--- src/rtl/nibble_stream_pkg.sv ---
// Shared types for the nibble-stream initiator.
// State encoding and nibble width.
package nibble_stream_pkg;

  localparam int NIB_W = 4;

  typedef enum logic [2:0] {
    ST_IDLE,
    ST_SEND,
    ST_WAIT,
    ST_COLLECT,
    ST_GAP
  } state_t;

endpackage

--- src/rtl/nibble_stream_initiator_collector.sv ---
// Response collector: shifts in the DUT burst LSN-first,
// reports completion and bursts that end early.
module nibble_collector
  import nibble_stream_pkg::*;
#(
  parameter int RESP_NIB = 4
) (
  input  logic                      clk,
  input  logic                      rst,
  input  logic                      en,
  input  logic                      vld,
  input  logic [NIB_W-1:0]          nib,
  output logic                      done,
  output logic                      short_burst,
  output logic                      resp_valid,
  output logic [RESP_NIB*NIB_W-1:0] resp_data
);

  localparam int RW = RESP_NIB * NIB_W;
  localparam int CW = $clog2(RESP_NIB) + 1;
  localparam logic [CW-1:0] CNT_LAST = CW'(RESP_NIB - 1);

  logic [RW-1:0] sh_q, sh_d;
  logic [RW-1:0] data_q, data_d;
  logic [CW-1:0] cnt_q, cnt_d;
  logic          rv_q, rv_d;

  always_comb begin
    sh_d        = sh_q;
    data_d      = data_q;
    cnt_d       = cnt_q;
    rv_d        = 1'b0;
    done        = 1'b0;
    short_burst = 1'b0;
    if (!en) begin
      cnt_d = '0;
    end else if (vld) begin
      // new nibble enters at the top so the first one ends in [3:0]
      sh_d = RW'({nib, sh_q} >> NIB_W);
      if (cnt_q == CNT_LAST) begin
        done   = 1'b1;
        rv_d   = 1'b1;
        data_d = sh_d;
        cnt_d  = '0;
      end else begin
        cnt_d = cnt_q + 1'b1;
      end
    end else if (cnt_q != '0) begin
      short_burst = 1'b1;
      cnt_d       = '0;
    end
  end

  always_ff @(posedge clk) begin
    if (rst) begin
      sh_q   <= '0;
      data_q <= '0;
      cnt_q  <= '0;
      rv_q   <= 1'b0;
    end else begin
      sh_q   <= sh_d;
      data_q <= data_d;
      cnt_q  <= cnt_d;
      rv_q   <= rv_d;
    end
  end

  assign resp_valid = rv_q;
  assign resp_data  = data_q;

endmodule

--- src/rtl/nibble_stream_initiator.sv ---
// Initiator for the 4-bit nibble-stream test interface:
// sends one frame, collects the reply, flags timeout/protocol errors.
module nibble_stream_initiator
  import nibble_stream_pkg::*;
#(
  parameter int FRAME_NIB = 16,
  parameter int RESP_NIB  = 4,
  parameter int TIMEOUT   = 1000,
  parameter int GAP       = 2
) (
  input  logic                       clk,
  input  logic                       rst,
  input  logic                       frm_valid,
  output logic                       frm_ready,
  input  logic [FRAME_NIB*NIB_W-1:0] frm_data,
  output logic                       in_valid,
  output logic [NIB_W-1:0]           in,
  input  logic                       out_valid,
  input  logic [NIB_W-1:0]           out,
  output logic                       resp_valid,
  output logic [RESP_NIB*NIB_W-1:0]  resp_data,
  output logic                       timeout,
  output logic                       proto_err
);

  localparam int FW = FRAME_NIB * NIB_W;
  localparam int SW = $clog2(FRAME_NIB) + 1;
  localparam int WW = $clog2(TIMEOUT) + 1;
  localparam int GW = $clog2(GAP + 1) + 1;
  localparam logic [SW-1:0] SEND_LAST = SW'(FRAME_NIB - 1);
  localparam logic [WW-1:0] WAIT_LAST = WW'(TIMEOUT - 1);
  localparam logic [GW-1:0] GAP_LAST  = GW'((GAP > 0) ? GAP - 1 : 0);
  localparam state_t        POST      = (GAP > 0) ? ST_GAP : ST_IDLE;

  state_t        state_q, state_d;
  logic [FW-1:0] frame_q, frame_d;
  logic [SW-1:0] send_cnt_q, send_cnt_d;
  logic [WW-1:0] wait_cnt_q, wait_cnt_d;
  logic [GW-1:0] gap_cnt_q, gap_cnt_d;

  logic col_en;
  logic col_done;
  logic col_short;
  logic stray;

  always_comb begin
    state_d    = state_q;
    frame_d    = frame_q;
    send_cnt_d = send_cnt_q;
    wait_cnt_d = wait_cnt_q;
    gap_cnt_d  = gap_cnt_q;
    frm_ready  = 1'b0;
    in_valid   = 1'b0;
    in         = '0;
    timeout    = 1'b0;
    stray      = 1'b0;
    col_en     = 1'b0;
    unique case (state_q)
      ST_IDLE: begin
        frm_ready = 1'b1;
        stray     = out_valid;
        if (frm_valid) begin
          frame_d    = frm_data;
          send_cnt_d = '0;
          state_d    = ST_SEND;
        end
      end
      ST_SEND: begin
        in_valid = 1'b1;
        in       = frame_q[NIB_W-1:0];
        stray    = out_valid;
        frame_d  = frame_q >> NIB_W;
        if (send_cnt_q == SEND_LAST) begin
          wait_cnt_d = '0;
          state_d    = ST_WAIT;
        end else begin
          send_cnt_d = send_cnt_q + 1'b1;
        end
      end
      ST_WAIT: begin
        col_en    = 1'b1;
        gap_cnt_d = '0;
        // a reply on the last allowed cycle still counts as a reply
        if (out_valid) begin
          state_d = col_done ? POST : ST_COLLECT;
        end else if (wait_cnt_q == WAIT_LAST) begin
          timeout = 1'b1;
          state_d = POST;
        end else begin
          wait_cnt_d = wait_cnt_q + 1'b1;
        end
      end
      ST_COLLECT: begin
        col_en    = 1'b1;
        gap_cnt_d = '0;
        if (col_done || col_short) begin
          state_d = POST;
        end
      end
      ST_GAP: begin
        stray = out_valid;
        if (gap_cnt_q == GAP_LAST) begin
          state_d = ST_IDLE;
        end else begin
          gap_cnt_d = gap_cnt_q + 1'b1;
        end
      end
      default: state_d = ST_IDLE;
    endcase
  end

  always_ff @(posedge clk) begin
    if (rst) begin
      state_q    <= ST_IDLE;
      frame_q    <= '0;
      send_cnt_q <= '0;
      wait_cnt_q <= '0;
      gap_cnt_q  <= '0;
    end else begin
      state_q    <= state_d;
      frame_q    <= frame_d;
      send_cnt_q <= send_cnt_d;
      wait_cnt_q <= wait_cnt_d;
      gap_cnt_q  <= gap_cnt_d;
    end
  end

  nibble_collector #(
    .RESP_NIB(RESP_NIB)
  ) u_collector (
    .clk        (clk),
    .rst        (rst),
    .en         (col_en),
    .vld        (out_valid),
    .nib        (out),
    .done       (col_done),
    .short_burst(col_short),
    .resp_valid (resp_valid),
    .resp_data  (resp_data)
  );

  assign proto_err = stray | col_short;

endmodule

--- config.mk ---
export PLATFORM = sky130hd
export DESIGN_NAME = nibble_stream_initiator
export DESIGN_NICKNAME = d
export VERILOG_FILES = /design/src/rtl/nibble_stream_pkg.sv /design/src/rtl/nibble_stream_initiator_collector.sv /design/src/rtl/nibble_stream_initiator.sv
export SDC_FILE = /design/constraint.sdc
export NUM_CORES = 1
export LEC_CHECK = 0
export BUFFER_PORTS_ARGS = -buffer_cell sky130_fd_sc_hd__buf_2
export CAP_MARGIN = 20
export CELL_PAD_IN_SITES_DETAIL_PLACEMENT = 0
export CELL_PAD_IN_SITES_GLOBAL_PLACEMENT = 1
export CORE_MARGIN = 2
export CORE_UTILIZATION = 38
export DETAILED_ROUTE_END_ITERATION = 6
export PLACE_DENSITY = 0.77
export RECOVER_POWER = 50
export SLEW_MARGIN = 0
export SYNTH_ARGS = -nofsm -noshare
export SYNTH_HDL_FRONTEND = slang
export SYNTH_SLANG_ARGS = --single-unit
--- constraint.sdc ---
create_clock -name clk -period 2.4 [get_ports clk]
set_input_delay 0.6 -clock clk [delete_from_list [all_inputs] [get_ports clk]]
set_output_delay 0.6 -clock clk [all_outputs]
set_load 0.05 [all_outputs]
==> metrics.yaml <==
global_route:
  grt_usage: 0.180
  antenna_found_initial: 0
  grt_pass1_wl_um: 20300
  grt-ovfl-total: 0
  grt_pass1_vias: 4315
  grt_max_degree: 63
detailed_routing:
  ant_nets: 0
  first_iter_violations: 377
  route.detailed.drc: 0
  routedWlPerCell_um: 14.1
  vias: 4536
  dr.pass1.iters: 5
  routed_via_density: 5.21
  wirelength_um: 12300
critical_path:
  arrival_ns: 1.89
  reg2reg_depth: 8
  path_buf_inv: 1
  required_ns: 1.80
  critPathMaxFanout: 2
  path_class: "flip-flop to output port"
  critPathSlowestCell: "or4b_4"
  start_kind: "flip-flop"
  r2r_start: "send_cnt_q[0]"
  r2r_slack_ns: 0.17
  r2r-end: "wait_cnt_q[7]"
  critPathTopFamily: "simple AND/OR/NAND/NOR gates"
  end_kind: "output port"
  slowest_delay_ns: 0.51
  crit_path_cell_trace: "or4b_4 > or3_4 > nor2b_2 > buf_6"
run_status:
  status: "complete, but fails checks"
  violations: "setup timing"
finish:
  antenna_cells: 0
  layout-drive-gt1-share: 0.211
  n_fill_cell: 1274
  layoutNonFillerInstCount: 870
  nets: 766
  synthToLayoutAreaGrowth_pct: 26.5
  final_area_sq_mm: 0.00625
  final_cell_mix: "nand2_1 (124), dfxtp_1 (115), a21oi_1 (100)"
  mostFrequentLayoutCell: "nand2_1"
clock_network:
  clk_latency_ns: 0.41
  clkTransAtPathRegs_ns: 0.05
  numCtsBuffers: 17
  cts_tree: "built"
  clockBufferDepth: 2
  clockRootBuffer: "clkbuf_16"
  cts.sink_count: 118
  htree_levels: 4
pwr:
  irDropWorstVdd_uv: 480
  comb_power_share: 0.275
  intPower_mw: 4.50
  p_total_mw: 6.68
  p_sw_mw: 2.18
  pwr-share-clk: 0.361
  power_leakage_nw: 2.31
  pwr-share-seq: 0.364
  swShare: 0.327
  powerDensity_mw_per_mm2: 1070
floorplan:
  dieArea_sq_mm: 0.0139
  die_x_um: 118
  io_pins: 97
  die_height_um: 118
  rows: 41
  core_area_sq_mm: 0.0127
  initial_utilization: 0.390
yosys:
  synth-adder-area-share: 0.0177
  synth_area_sq_mm: 0.00494
  ys_seq_elements: 118
  synth.distinct_cells: 48
  synthArstFlopShare: 0
  yosysTopAreaCell: "dfxtp_1"
  ys_warn_count: 0
  muxShareOfSynthArea: 0.00202
  synth-compound-area-share: 0.221
  synth_seq_area_share: 0.478
  synth_top_flop_cell: "dfxtp_1"
  syn_nets: 674
  syn_inst: 595
  synth_top_family_by_area: "simple AND/OR/NAND/NOR gates"
  yosys.area_share.simple: 0.227
  synth-xor-area-share: 0.00886
  synthTopCellsByArea: "dfxtp_1 (48%), a21oi_1 (10%), nand2_1 (9.4%)"
  synth_top_area_frac: 0.478
  synth_edf_count: 0
  syn_area_per_cell_sq_um: 8.31
timing:
  fmax_ghz: 0.402
  setup_tns_ns: -0.0889
  finalMaxSlewViolations: 0
  setup_slack_ns: -0.0889
  setup_viol_count_final: 1
  period_share: 1.04
  timing_worst_slew_pin_value_ns: 0.713
  hold_viol_final: 0
  slew_headroom: 0.524
  rsz0062_at_grt: "true"
  clock_skew_ns: 0.00871
  fin_crit_ns: 2.49
placed_design:
  place_congestion: 0.762
  post-place-ws_ns: 0.194
  dp_hpwl_um: 7970
  portBuffers: 96
  placedCellCount: 839
  placed_cell_area_sq_mm: 0.00566
min_path:
  hold_path_end: "frame_q[62]"
  holdCritPathClass: "input port to flip-flop"
  hold-path-cell-count: 3
  min_from: "frm_data[62]"
job:
  maxCapViolCount: 0
-- worst reg2reg max path, cell delays in order, from the launching register on --
cell and delay (ns):
dfxtp_1 0.37, ha_1 0.18, and3_1 0.16, ha_1 0.20, nor4bb_1 0.27, buf_4 0.22, o2111ai_1 0.16, or4_1 0.44
a21oi_1 0.16
-- flip-flops by register name, summed over array words and instances (netlist names) --
register	flops
u_collector.resp_valid	1
wait_cnt_q	11
send_cnt_q	5
state_q	3
u_collector.cnt_q	3
frame_q	64
u_collector.resp_data	16
gap_cnt_q	3
u_collector.sh_q	12
-- worst max path at each step --
stage                        from      end  slack [ns]  depth (start not counted)
floorplan              state_q[0]    in[0]        0.05                          5
finish              wait_cnt_q[3]  timeout       -0.09                          4
global placement       state_q[2]    in[1]        0.22                          4
CTS                 wait_cnt_q[3]  timeout       -0.11                          4
detailed placement     state_q[0]    in[0]        0.19                          4
global route        wait_cnt_q[1]  timeout       -0.14                          5
-- cells by family (layout without fill, tap and decap cells) --
logic type	after synthesis	count (layout)
multiplexers	1	1
adder cells (fa/ha/maj)	7	7
buffers and inverters	53	156
AO/OA/AOI/OAI	181	181
flip-flops	118	118
AND/OR/NAND/NOR	230	230
XOR/XNOR	5	5
-- power groups by stage --
| stage | Sequential (mW) | Combinational, mW | Clock, mW |
|---|---|---|---|
| after floorplan | 2.44 | 1.31 | 0 |
| after global placement | 2.46 | 1.75 | 0 |
| after detailed placement | 2.47 | 1.84 | 0 |
| after CTS | 2.43 | 1.87 | 2.47 |
| after global routing | 2.47 | 2.05 | 2.57 |
| final | 2.43 | 1.84 | 2.41 |
-- cells in the mapped netlist, types with 3 or more instances --
cell         n
dfxtp_1    118
or3_1        5
a21oi_1    100
a22oi_1     55
or4_1        3
o2111ai_1    3
clkbuf_1    34
nand2_1    124
nand3_1      4
xor2_1       3
o21ai_0      9
inv_1        8
nand2b_1     4
nor3_1       9
nor2b_1      3
ha_1         7
o31ai_1      3
nor2_1      35
nand3b_1     5
nor4_1       9
buf_2        8
or4b_1       3
and2_1       5
-- timing repair --
item,in CTS,in global routing
setup endpoints to repair,7,6
setup buffers,1,0
gates resized for setup,17,7
hold buffers,0,0
gates cloned,0,0
-- per-layer routing --
layer / vias up / global-route usage / routed length [um]
li1: 2294 / - / -
met1: 2132 / 0.229 / 5630
met2: 95 / 0.280 / 5880
met3: 15 / 0.0538 / 570
met4: 0 / 0.0806 / 206
met5: - / 0 / 0
-- layout make-up --
| class | instances | area (sq um) | area share |
|---|---|---|---|
| Tap cell | 172 | 215 | 0.0344 |
| Clock buffer | 28 | 527 | 0.0842 |
| Clock inverter | 2 | 37.5 | 0.00600 |
| Timing Repair Buffer | 117 | 658 | 0.105 |
| Inverter | 9 | 46.3 | 0.00740 |
| Sequential cell | 118 | 2370 | 0.379 |
| Multi-Input combinational cell | 424 | 2400 | 0.384 |
-- stage by stage --
step	hold slack (ns)	utilization
floorplan	0.432	-
global route	0.415	0.494
detailed placement	0.447	0.447
finish	0.428	0.494
global placement	0.442	0.444
CTS	0.411	0.495
(Power assumes the default switching activity.)
